===== src/rtl/muldiv_ctrl_pkg.sv =====
`default_nettype none
// ============================================================================
// Module      : muldiv_ctrl_pkg
// Description : Shared definitions for the HI/LO multiply/divide sequencer.
//               Holds the R-form function codes, the FSM state encoding,
//               the datapath step mode and the iteration count.
// Revision    : 1.0 - initial release
// ============================================================================
package muldiv_ctrl_pkg;

    // R-form function codes handled by the HI/LO unit
    localparam logic [5:0] FUNC_MFHI  = 6'h10;
    localparam logic [5:0] FUNC_MTHI  = 6'h11;
    localparam logic [5:0] FUNC_MFLO  = 6'h12;
    localparam logic [5:0] FUNC_MTLO  = 6'h13;
    localparam logic [5:0] FUNC_MULT  = 6'h18;
    localparam logic [5:0] FUNC_MULTU = 6'h19;
    localparam logic [5:0] FUNC_DIV   = 6'h1A;
    localparam logic [5:0] FUNC_DIVU  = 6'h1B;

    localparam int MULDIV_ITERS = 32;

    typedef enum logic [1:0] {
        ST_IDLE = 2'd0,
        ST_MUL  = 2'd1,
        ST_DIV  = 2'd2,
        ST_FIX  = 2'd3
    } state_e;

    typedef enum logic {
        STEP_MUL = 1'b0,
        STEP_DIV = 1'b1
    } step_mode_e;

    // True for every function code that touches HI/LO and must therefore
    // wait while an operation is in flight.
    function automatic logic is_hilo_func(input logic [5:0] f);
        return (f == FUNC_MFHI) || (f == FUNC_MTHI) ||
               (f == FUNC_MFLO) || (f == FUNC_MTLO) ||
               (f == FUNC_MULT) || (f == FUNC_MULTU) ||
               (f == FUNC_DIV)  || (f == FUNC_DIVU);
    endfunction

endpackage
`default_nettype wire


===== src/rtl/muldiv_step.sv =====
`default_nettype none
// ============================================================================
// Module      : muldiv_step
// Description : One purely combinational iteration of the unsigned
//               shift-add multiplier or the restoring divider.
//   i_mode    : STEP_MUL or STEP_DIV
//   i_acc     : 2*WIDTH accumulator. MUL: {partial product, multiplier};
//               DIV: {partial remainder, dividend/quotient bits}
//   i_operand : multiplicand (MUL) or divisor (DIV), both as magnitudes
//   o_acc     : accumulator after this iteration (quotient bit in LSB for DIV)
// Revision    : 1.0 - initial release
// ============================================================================
module muldiv_step
    import muldiv_ctrl_pkg::*;
#(
    parameter int WIDTH = 32
) (
    input  step_mode_e         i_mode,
    input  logic [2*WIDTH-1:0] i_acc,
    input  logic [WIDTH-1:0]   i_operand,
    output logic [2*WIDTH-1:0] o_acc
);

    logic [WIDTH:0]   w_add;
    logic [WIDTH:0]   w_rem_sh;
    logic [WIDTH-1:0] w_diff;
    logic             w_qbit;

    always_comb begin
        // Multiply: conditionally add the multiplicand into the upper half,
        // keeping the carry, then shift the whole accumulator right.
        w_add    = {1'b0, i_acc[2*WIDTH-1:WIDTH]}
                 + (i_acc[0] ? {1'b0, i_operand} : {(WIDTH+1){1'b0}});
        // Divide: shift the next dividend bit into the remainder. The shifted
        // remainder is below 2*divisor, so a successful subtraction always
        // fits back into WIDTH bits and modular subtraction is exact.
        w_rem_sh = i_acc[2*WIDTH-1:WIDTH-1];
        w_qbit   = (w_rem_sh >= {1'b0, i_operand});
        w_diff   = w_rem_sh[WIDTH-1:0] - i_operand;

        if (i_mode == STEP_MUL) begin
            o_acc = {w_add, i_acc[WIDTH-1:1]};
        end else begin
            o_acc = {(w_qbit ? w_diff : w_rem_sh[WIDTH-1:0]),
                     i_acc[WIDTH-2:0], w_qbit};
        end
    end

endmodule
`default_nettype wire


===== src/rtl/muldiv_ctrl.sv =====
`default_nettype none
// ============================================================================
// Module      : muldiv_ctrl
// Description : Multi-cycle sequencer for the HI/LO multiply/divide unit.
//               Runs MULT/MULTU/DIV/DIVU in a fixed 34-cycle cadence,
//               executes MTHI/MTLO and stalls HI/LO users while busy.
//   CLK, RST  : clock, synchronous active-low reset
//   Valid     : decoded R-form instruction present
//   Func      : R-form function code
//   Rdata1/2  : rs (dividend) / rt (divisor) operands
//   Busy      : operation in flight
//   Stall     : hold the current HI/LO instruction (combinational)
//   Done      : one-cycle pulse, HI/LO hold a new result
//   HI, LO    : HI/LO registers
// Revision    : 1.0 - initial release
// ============================================================================
module muldiv_ctrl
    import muldiv_ctrl_pkg::*;
#(
    parameter int WIDTH = 32
) (
    input  logic             CLK,
    input  logic             RST,
    input  logic             Valid,
    input  logic [5:0]       Func,
    input  logic [WIDTH-1:0] Rdata1,
    input  logic [WIDTH-1:0] Rdata2,
    output logic             Busy,
    output logic             Stall,
    output logic             Done,
    output logic [WIDTH-1:0] HI,
    output logic [WIDTH-1:0] LO
);

    localparam int            CW     = $clog2(MULDIV_ITERS);
    localparam logic [CW-1:0] c_LAST = CW'(MULDIV_ITERS - 1);

    state_e             r_state, w_next_state;
    logic [CW-1:0]      r_count;
    logic [2*WIDTH-1:0] r_acc, w_acc_step, w_prod;
    logic [WIDTH-1:0]   r_operand, r_rs_raw, r_hi, r_lo;
    logic [WIDTH-1:0]   w_rs_mag, w_rt_mag, w_fix_hi, w_fix_lo;
    logic               r_is_div, r_neg_res, r_neg_rem, r_div_zero, r_done;
    logic               w_is_op, w_is_div, w_signed, w_rs_neg, w_rt_neg;
    logic               w_accept, w_busy;

    // ---------------- operand decode ----------------
    always_comb begin
        w_is_div = (Func == FUNC_DIV) || (Func == FUNC_DIVU);
        w_is_op  = w_is_div || (Func == FUNC_MULT) || (Func == FUNC_MULTU);
        w_signed = (Func == FUNC_MULT) || (Func == FUNC_DIV);
        w_rs_neg = w_signed & Rdata1[WIDTH-1];
        w_rt_neg = w_signed & Rdata2[WIDTH-1];
        // Negating the most negative value yields the same bit pattern,
        // which read as unsigned is exactly its magnitude 2^(WIDTH-1).
        w_rs_mag = w_rs_neg ? -Rdata1 : Rdata1;
        w_rt_mag = w_rt_neg ? -Rdata2 : Rdata2;
    end

    // ---------------- FSM ----------------
    always_ff @(posedge CLK) begin
        if (!RST) r_state <= ST_IDLE;
        else      r_state <= w_next_state;
    end

    always_comb begin
        w_next_state = r_state;
        w_busy       = (r_state != ST_IDLE);
        w_accept     = 1'b0;
        case (r_state)
            ST_IDLE: begin
                w_accept = Valid && w_is_op;
                if (w_accept) w_next_state = w_is_div ? ST_DIV : ST_MUL;
            end
            ST_MUL, ST_DIV: begin
                if (r_count == c_LAST) w_next_state = ST_FIX;
            end
            ST_FIX:  w_next_state = ST_IDLE;
            default: w_next_state = ST_IDLE;
        endcase
        Busy  = w_busy;
        Stall = Valid && w_busy && is_hilo_func(Func);
    end

    // ---------------- iteration datapath ----------------
    muldiv_step #(.WIDTH(WIDTH)) u_step (
        .i_mode    (r_is_div ? STEP_DIV : STEP_MUL),
        .i_acc     (r_acc),
        .i_operand (r_operand),
        .o_acc     (w_acc_step)
    );

    // ---------------- sign correction ----------------
    always_comb begin
        w_prod = r_neg_res ? -r_acc : r_acc;
        if (!r_is_div) begin
            w_fix_hi = w_prod[2*WIDTH-1:WIDTH];
            w_fix_lo = w_prod[WIDTH-1:0];
        end else if (r_div_zero) begin
            w_fix_hi = r_rs_raw;
            w_fix_lo = {WIDTH{1'b1}};
        end else begin
            w_fix_hi = r_neg_rem ? -r_acc[2*WIDTH-1:WIDTH] : r_acc[2*WIDTH-1:WIDTH];
            w_fix_lo = r_neg_res ? -r_acc[WIDTH-1:0]       : r_acc[WIDTH-1:0];
        end
    end

    always_ff @(posedge CLK) begin
        if (!RST) begin
            r_count    <= '0;
            r_acc      <= '0;
            r_operand  <= '0;
            r_rs_raw   <= '0;
            r_is_div   <= 1'b0;
            r_neg_res  <= 1'b0;
            r_neg_rem  <= 1'b0;
            r_div_zero <= 1'b0;
            r_hi       <= '0;
            r_lo       <= '0;
            r_done     <= 1'b0;
        end else begin
            r_done <= (r_state == ST_FIX);
            case (r_state)
                ST_IDLE: begin
                    if (w_accept) begin
                        r_acc      <= {{WIDTH{1'b0}}, w_rs_mag};
                        r_operand  <= w_rt_mag;
                        r_rs_raw   <= Rdata1;
                        r_is_div   <= w_is_div;
                        r_neg_res  <= w_rs_neg ^ w_rt_neg;
                        r_neg_rem  <= w_rs_neg;
                        r_div_zero <= w_is_div && (Rdata2 == '0);
                        r_count    <= '0;
                    end else if (Valid && (Func == FUNC_MTHI)) begin
                        r_hi <= Rdata1;
                    end else if (Valid && (Func == FUNC_MTLO)) begin
                        r_lo <= Rdata1;
                    end
                end
                ST_MUL, ST_DIV: begin
                    r_acc   <= w_acc_step;
                    r_count <= r_count + 1'b1;
                end
                ST_FIX: begin
                    r_hi <= w_fix_hi;
                    r_lo <= w_fix_lo;
                end
                default: ;
            endcase
        end
    end

    assign Done = r_done;
    assign HI   = r_hi;
    assign LO   = r_lo;

endmodule
`default_nettype wire


===== config.mk =====
export PLATFORM = sky130hd
export DESIGN_NAME = muldiv_ctrl
export DESIGN_NICKNAME = d
export VERILOG_FILES = /design/src/rtl/muldiv_ctrl_pkg.sv /design/src/rtl/muldiv_step.sv /design/src/rtl/muldiv_ctrl.sv
export SDC_FILE = /design/constraint.sdc
export NUM_CORES = 1
export LEC_CHECK = 0
export BUFFER_PORTS_ARGS = -buffer_cell sky130_fd_sc_hd__buf_2
export CAP_MARGIN = 15
export CORE_ASPECT_RATIO = 1.4
export CORE_MARGIN = 5
export CORE_UTILIZATION = 25
export DETAILED_ROUTE_END_ITERATION = 12
export GPL_TIMING_DRIVEN = 0
export PLACE_DENSITY = 0.49
export SLEW_MARGIN = 0
export SYNTH_ARGS = -nofsm -noshare
export SYNTH_HDL_FRONTEND = slang
export SYNTH_SLANG_ARGS = --single-unit

===== constraint.sdc =====
create_clock -name CLK -period 3.75 [get_ports CLK]
set_clock_uncertainty 0.2 [all_clocks]
set_input_delay 0.1875 -clock CLK [delete_from_list [all_inputs] [get_ports CLK]]
set_output_delay 0.1875 -clock CLK [all_outputs]
set_load 0.01 [all_outputs]

==> impl_metrics.ini, run 1 <==
[placed_design]
hpwl_mm = 63.3
gp_congestion = 0.962
dp.cells = 3170
place.port_buffers = 128
place_ws_ns = -1.09

[yosys]
synth.net_count = 2348
synthCells = 2201
yosysUniqueCellTypes = 82
ys_seq_elements = 204
async_flop_share_pct = 0
ys_warn_count = 0
synth_seq_area_share_pct = 25.2
synth_edf_count = 0
syn_area_sq_um = 16200
syn_area_per_cell_sq_um = 7.37
yosys_most_used_dff = dfxtp_1

[floorplanning]
initial_core_util_pct = 25.2
die_x_um = 225
rows = 110
core_area_sq_um = 64300
dieArea_sq_um = 70100
fp.dieH_um = 311
num_io_pins = 140

[worst_setup_path]
critPathArrivalTime_ns = 3.95
path_buf_inv = 2
start_kind = flip-flop
cp_top_family = simple AND/OR/NAND/NOR gates
cp-end-kind = flip-flop
cp_slowest_cell = or4_4
required_ns = 3.97
path_class = flip-flop to flip-flop
worst_path_largest_cell_delay_ns = 0.56
critPathMaxFanout = 10
crit_chain = buf_6, or4_4, or4_4, nor4_4, nand2_1, clkbuf_2, o21ai_0, xor2_1, nor2_1, a31oi_1, a31oi_1

[cts]
htreeDepth = 1
clock_sinks = 204
cts_buffers = 24
cts.clk_slew.worst_paths_ns = 0.06
tritoncts = yes
worstSkewPairLatency_ns = 0.59
clockRootBuffer = clkbuf_16
cts_buffer_depth = 3

[layout]
final_cells = 3306
nets = 2595
drive_gt1_share_pct = 12.1
diodes = 0
area_delta_synth_final_pct = 23.5

[power_and_ir_drop]
seqPwrFrac_pct = 27.6
clock_power_share_pct = 30.5
leakagePower_uw = 0.00768
power_density_nw_per_um2 = 436
vdd_drop_max_uv = 286
internal_power_uw = 5020
p_comb_share_pct = 41.9
power.switching_uw = 3720
power_switching_share_pct = 42.6

[sta]
drv_slew = 0
fmax_mhz = 268
finalCritPeriodShare_pct = 99.3
rsz0062_at_grt = true
min_period_ns = 3.72
setup_viol = 0
tightest_slew_ns = 1.17
postLayoutSetupSlackWorst_ns = 0.0251
slew_headroom_pct = 21.7
hold_viol_final = 0

[drt]
wl_per_cell_um = 23.8
num_vias = 18100
drc = 0
detail-route-antenna-nets = 0
routed_wl_mm = 78.8
drtIter0Drc = 1227
viasPerCell = 5.48
dr.pass1.iters = 7

[grt]
grtUsageTotal_pct = 21.3
gr-total-overflow = 0
grt_pass1_wl_mm = 115
antenna_found_initial = 0
grt_max_degree = 14
first_global_vias = 18100

[flow_run]
timing.max_cap.violations = 0

[outcome]
status = completed

[min_path]
hold_path_class = input port to flip-flop
cells in the mapped netlist, types with 9 or more instances:
master | number | area (sq um)
or2_2 | 12 | 75.1
nor2b_1 | 19 | 119
xor2_1 | 76 | 666
nor2_1 | 184 | 691
o31ai_1 | 33 | 248
a221o_1 | 10 | 100
o211ai_1 | 69 | 518
dfxtp_1 | 204 | 4080
xnor2_1 | 115 | 1010
nand4_1 | 12 | 75.1
buf_2 | 10 | 50.1
and3_1 | 10 | 62.6
or3_1 | 16 | 100
or4_1 | 17 | 128
clkbuf_1 | 147 | 552
o21a_1 | 10 | 75.1
nor3_1 | 27 | 135
nor4_1 | 15 | 93.8
a211oi_1 | 42 | 315
a21oi_1 | 196 | 981
nand2_1 | 319 | 1200
a21o_1 | 41 | 308
ha_1 | 72 | 901
inv_1 | 68 | 255
nand3_1 | 26 | 130
mux2i_1 | 56 | 561
a22oi_1 | 13 | 97.6
and2_1 | 9 | 56.3
a31oi_1 | 26 | 163
o41ai_1 | 14 | 123
nand2b_1 | 19 | 119
o221ai_1 | 37 | 324
o21ai_0 | 135 | 676
final timing paths:
check | slack, ns | cells after the start | from | to
worst max-delay path | 0.03 | 11 | r_acc[14] | HI[5]
worst min-delay path | 0.05 | 5 | Valid | r_state[0]
worst max register to register | 0.03 | 11 | r_acc[14] | HI[5]
worst min register to register | 0.25 | 2 | LO[27] | LO[27]
metrics by stage:
step / hold WS (ns) / power, uW / TNS [ns] / util (%) / area (sq um)
2_1_floorplan: 0.123 / 4480 / 0 / - / 16200
3_3_place_gp: 0.236 / 5680 / -42.53 / 27.9 / 17900
3_5_place_dp: 0.242 / 5700 / -41.98 / 27.9 / 17900
4_1_cts: 0.0146 / 8620 / 0 / 30.8 / 19800
5_1_grt: 0.0336 / 9060 / -0.167 / 31.2 / 20000
6_report: 0.0500 / 8740 / 0 / 31.2 / 20000
sequential cells by signal, summed over array words and instances (netlist names):
register,flops
r_rs_raw,32
r_acc,64
r_count,5
HI,32
r_operand,32
LO,32
r_div_zero,1
r_state,2
r_neg_rem,1
r_neg_res,1
Done,1
r_is_div,1
cells by family (layout without fill, tap and decap cells):
family / count (synthesis) / count (layout) / share of synthesized area [%]
compound gates: 705 / 705 / 28.5
xor+xnor: 191 / 191 / 10.3
fa+ha+maj: 74 / 74 / 5.80
buf+inv: 245 / 510 / 6.14
flops: 204 / 204 / 25.2
mux: 58 / 58 / 3.59
simple gates: 724 / 724 / 20.4
final cells by class:
cell class	count	area [sq um]
buffer	173	756
tap	840	1050
fill	6970	44200
multi-input combinational	1752	11400
clock buffer	34	708
clock inverter	10	175
timing repair buffer	223	1550
inverter	70	270
sequential	204	4100
worst reg2reg max path: stages, from the launching register on:
cell and delay [ns]:
dfxtp_1 0.31, buf_6 0.13, or4_4 0.56, or4_4 0.51
nor4_4 0.34, nand2_1 0.20, clkbuf_2 0.29, o21ai_0 0.23
xor2_1 0.27, nor2_1 0.07, a31oi_1 0.35, a31oi_1 0.15
routing by layer:
metal	up-vias	share of wire (%)	track usage, %
li1	8413	-	-
met1	8723	36	22.4
met2	723	50	38.8
met3	269	5.1	2.81
met4	0	8.5	14.4
met5	-	0	0
cells in the final DEF (no fill, tap or decap), types with 12 or more instances in the layout:
cell           instances
ha_1                  67
nand4_1               12
dfxtp_1              197
or2_2                 12
nand2b_1              19
nor2_1               182
xor2_1                76
nor4_1                12
buf_4                 19
clkbuf_16             24
clkbuf_1             140
xnor2_1              115
or4_1                 17
buf_2                139
inv_1                 66
o211ai_1              69
nand2_1              318
nand3_1               26
o21ai_0              127
a21oi_1              193
nor2b_1               18
a22oi_1               13
nor3_1                23
dlygate4sd3_1         78
or3_1                 16
mux2i_1               56
o221ai_1              37
o41ai_1               14
a31oi_1               26
a211oi_1              37
a21o_1                41
o31ai_1               28
power by group through the flow:
stage	clock [uW]	sequential [uW]	combinational, uW
after floorplan	0	2420	2060
after global placement	0	2450	3230
after detailed placement	0	2450	3250
after CTS	2700	2410	3510
after global routing	2770	2420	3860
final	2660	2410	3660
timing repair:
item | in CTS | in global routing
setup endpoints to repair | 63 | 45
endpoints found under the hold margin | 122 | 0
hold buffers | 78 | 0
pin swaps | 9 | 12
resized for setup | 46 | 47
buffers inserted | 9 | 7
Power figures use the tool's default switching activity.
==> run 2, diff against run 1 <==
Settings changed: CTS_BUF_LIST set to sky130_fd_sc_hd__clkbuf_4 sky130_fd_sc_hd__clkbuf_8.
==> impl_metrics.ini, run 2 (synthesized netlist as in run 1, its figures left out) <==
[outcome]
status = completed

[drt]
detail-route-antenna-nets = 0
num_vias = 18200
routed_wl_mm = 78.9
dr.pass1.iters = 6
drc = 0
drtIter0Drc = 1279
wl_per_cell_um = 23.7
viasPerCell = 5.47

[floorplanning]
fp.dieH_um = 311
die_x_um = 225
initial_core_util_pct = 25.2
rows = 110
num_io_pins = 140
dieArea_sq_um = 70100
core_area_sq_um = 64300

[sta]
setup_tns_ns = 0
slew_headroom_pct = 20.1
min_period_ns = 3.68
postLayoutSetupSlackWorst_ns = 0.0681
finalCritPeriodShare_pct = 98.2
setup_viol = 0
tightest_slew_ns = 1.20
hold_viol_final = 0
fmax_mhz = 272
drv_slew = 0

[worst_setup_path]
start_kind = flip-flop
cp_slowest_cell = nor4_1
crit_path_start = r_acc[30]
required_ns = 4.07
endpoint = HI[2]
critPathMaxFanout = 9
rrSetupSlack_ns = 0.07
worst_path_largest_cell_delay_ns = 1.02
r2r_start = r_acc[30]
cp_common_cell = o21ai_0
path_class = flip-flop to flip-flop
crit_chain = clkbuf_1, nor4_1, nand3b_1, o21ai_0, and2_1, xnor2_1, o21ai_0, a211oi_1, a21oi_1, nor2_1
r2r_cells = 10
cp-end-kind = flip-flop
critPathArrivalTime_ns = 4.00
reg2reg_to = HI[2]

[cts]
cts_buffers = 37
tritoncts = yes
htreeDepth = 2
worstSkewPairLatency_ns = 0.61
clockRootBuffer = clkbuf_8
cts.clk_slew.worst_paths_ns = 0.06
cts_buffer_depth = 3
clock_sinks = 204

[layout]
final_cell_mix = nand2_1 (319), dfxtp_1 (196), a21oi_1 (193)
n_fill_cell = 6990
largest_register = r_acc
nets = 2611
largest_reg_flops = 64
diodes = 0
drive_gt1_share_pct = 12.8
final_cells = 3325
final_common_cell = nand2_1
area_delta_synth_final_pct = 22.8

[grt]
first_global_vias = 18300
grt_max_degree = 11
antenna_found_initial = 0
grt_pass1_wl_mm = 116
gr-total-overflow = 0
grtUsageTotal_pct = 21.4

[placed_design]
hpwl_mm = 63.3
place.port_buffers = 128
gp_congestion = 0.962
dp.cells = 3170
place_ws_ns = -1.09

[flow_run]
timing.max_cap.violations = 0

[min_path]
hold_path_class = input port to flip-flop

[power_and_ir_drop]
leakagePower_uw = 0.00765
vdd_drop_max_uv = 288
power_density_nw_per_um2 = 418
run 2: cell count changes in the layout (fill, tap and decap cells not counted), moves of 2 or more:
cell           before  now
clkbuf_8            8   47
clkbuf_2            3    5
clkbuf_1          140  137
dlygate4sd3_1      78   81
bufinv_16           4    1
clkbuf_4            2    8
clkbuf_16          24    0
clkinv_2            5    3
run 2: worst min path at each step:
stage                     cells after the start            to  slack, ns        from
final                                         5    r_state[0]       0.04       Valid
after global routing                          5     r_neg_res       0.11     Func[5]
after CTS                                     5    r_state[0]      0.009       Valid
after detailed placement                      2        LO[14]       0.24      LO[14]
after global placement                        2        LO[14]       0.24      LO[14]
after floorplan                               2  r_rs_raw[22]       0.12  Rdata1[22]
run 2: per-stage QoR:
step                      instance area (sq um)  utilization, %  power [uW]  hold slack [ns]
after global routing                      19900            31.0        8700            0.114
final                                     19900            31.0        8320           0.0446
after floorplan                           16200               -        4480            0.123
after detailed placement                  17900            27.9        5700            0.242
after CTS                                 19700            30.6        8240          0.00883
after global placement                    17900            27.9        5680            0.236
run 2: cell type report:
type / instances / area [sq um] / share of cell area (%)
Sequential cell: 204 / 4100 / 20.6
Multi-Input combinational cell: 1752 / 11400 / 57.3
Tap cell: 840 / 1050 / 5.28
Clock inverter: 6 / 61.3 / 0.308
Timing Repair Buffer: 225 / 1580 / 7.91
Inverter: 70 / 267 / 1.34
Buffer: 174 / 758 / 3.81
Clock buffer: 54 / 693 / 3.48
run 2: where the power goes:
part	leakage, uW	switching, uW	total [uW]	internal (uW)
Combinational	0.00560	2490	3620	1130
Sequential	0.00165	125	2410	2290
Clock	0.000398	1040	2290	1250
Total	0.00765	3660	8320	4670
run 2: metal layers:
layer / up-vias / track usage [%] / routed length, um
li1: 8456 / - / -
met1: 8680 / 22.4 / 28300
met2: 734 / 38.6 / 39300
met3: 314 / 3.25 / 4040
met4: 0 / 15.5 / 7230
met5: - / 0 / 0
run 2: repair_timing:
item / 4_1_cts / 5_1_grt
hold buffers: 81 / 0
endpoints found under the hold margin: 141 / 0
pin swaps: 10 / 12
setup buffers: 6 / 9
gates resized for setup: 44 / 49
setup endpoints to repair: 61 / 40
run 2: worst max-delay path: cells and delay by family (launching register included):
family / cells / cell delay (ns)
AND/OR/NAND/NOR: 4 / 1.72
XOR/XNOR: 1 / 0.20
AO/OA/AOI/OAI: 4 / 0.90
flip-flops: 1 / 0.30
buffers and inverters: 1 / 0.29
==> run 3, diff against run 2 <==
Settings changed: BUFFER_PORTS_ARGS -buffer_cell sky130_fd_sc_hd__buf_2 to not set, DONT_BUFFER_PORTS set to 1, PLACE_DENSITY 0.49 to 0.47.
==> impl_metrics.ini, run 3 (synthesized netlist as in run 1, its figures left out) <==
[outcome]
status = completed

[cts]
cts_buffers = 39
clockRootBuffer = clkbuf_8
worstSkewPairLatency_ns = 0.63
cts.clk_slew.worst_paths_ns = 0.07
cts_buffer_depth = 3
clock_sinks = 204
tritoncts = yes
htreeDepth = 2

[drt]
wl_per_cell_um = 25.0
drc = 0
detail-route-antenna-nets = 0
routed_wl_mm = 80.7
viasPerCell = 5.54
num_vias = 17900
drtIter0Drc = 1384
dr.pass1.iters = 5

[grt]
grt_max_degree = 12
grt_pass1_wl_mm = 116
first_global_vias = 18000
grtUsageTotal_pct = 21.8
gr-total-overflow = 0
antenna_found_initial = 1

[layout]
nets = 2510
largest_reg_flops = 64
area_delta_synth_final_pct = 21.6
final_core_util_pct = 30.7
final_common_cell = nand2_1
final_cells = 3233
drive_gt1_share_pct = 8.62
largest_register = r_acc
fin_area_sq_um = 19700
final_cell_mix = nand2_1 (318), dfxtp_1 (199), a21oi_1 (192)
n_fill_cell = 6919

[sta]
fmax_mhz = 267
drv_slew = 0
finalCritPeriodShare_pct = 99.9
rsz0062_at_grt = true
hold_ws_ns = 0.0167
tightest_slew_ns = 1.27
hold_viol_final = 0
min_period_ns = 3.75
slew_headroom_pct = 15.2
setup_viol = 0

[floorplanning]
dieArea_sq_um = 70100
fp.dieH_um = 311
core_area_sq_um = 64300
die_x_um = 225
initial_core_util_pct = 25.2
num_io_pins = 140
rows = 110

[worst_setup_path]
cp-end-kind = flip-flop
path_class = flip-flop to flip-flop
start_kind = flip-flop
critPathArrivalTime_ns = 4.10
critPathMaxFanout = 10
required_ns = 4.10

[power_and_ir_drop]
power_density_nw_per_um2 = 439
vdd_drop_max_uv = 472
power.total_uw = 8650
leakagePower_uw = 0.00725

[placed_design]
dp.cells = 3042
dpl_cell_area_sq_um = 17300
gp_congestion = 0.957
place.port_buffers = 0
hpwl_mm = 63.7

[flow_run]
timing.max_cap.violations = 0

[min_path]
hold_path_class = input port to flip-flop
[run 3: cell types whose count changed in the layout (fill, tap and decap cells not counted), moves of 3 or more]
cell,previous run,this run
buf_2,139,11
ha_4,1,4
dlygate4sd3_1,81,101
clkinvlp_4,2,5
dfxtp_1,196,199
dfxtp_2,6,3
bufinv_16,1,4
[run 3: timing repair]
action                                 4_1_cts  5_1_grt
gates cloned                                 0        1
setup buffers                                6       12
resized for setup                           47       49
endpoints found under the hold margin      148        0
hold buffers                               101        0
setup endpoints to repair                   61       45
pin swaps                                    6       11
[run 3: critical path, stage by stage (launching register included)]
cell	delay [ns]
dfxtp_1	0.33
inv_1	0.06
ha_1	0.30
nand2_1	0.13
or4b_2	0.64
o21ai_1	0.86
clkbuf_1	0.56
o211ai_1	0.38
a21oi_1	0.21
[run 3: where the power goes]
part           leakage [uW]  internal (uW)  switching [uW]  total [uW]
Combinational       0.00514           1100            2490        3590
Clock              0.000460           1500            1140        2630
Sequential          0.00165           2290             137        2420
[run 3: metrics by stage]
step | setup slack (ns) | TNS, ns
final | 0.00471 | 0
after global routing | -0.0686 | -0.0940
after detailed placement | -1.13 | -40.74
after global placement | -1.08 | -40.01
after floorplan | 0.456 | 0
after CTS | -0.0176 | -0.0245
[run 3: layer usage]
| layer | track usage, % | vias to the layer above | part of all wire (%) |
|---|---|---|---|
| li1 | - | 8267 | - |
| met1 | 21.8 | 8517 | 35 |
| met2 | 39.9 | 794 | 50 |
| met3 | 4.29 | 318 | 6.1 |
| met4 | 15.1 | 0 | 8.5 |
| met5 | 0 | - | 0 |
[run 3: worst paths after layout]
check	startpoint	to	cells past startpoint	slack (ns)
worst min-delay path	Rdata1[18]	r_acc[24]	6	0.02
worst max register to register	r_state[0]	HI[27]	8	0.005
worst max-delay path	r_state[0]	HI[27]	8	0.005
worst min register to register	r_operand[31]	r_operand[31]	2	0.26
[run 3: final cells by class]
cell class	count	area (sq um)	area share (%)
Antenna cell	2	5.00	0.0254
Sequential cell	204	4100	20.8
Timing Repair Buffer	122	1180	5.99
Buffer	174	762	3.86
Inverter	70	270	1.37
Clock buffer	55	701	3.55
Clock inverter	14	196	0.996
Tap cell	840	1050	5.33
Multi-Input combinational cell	1752	11500	58.1
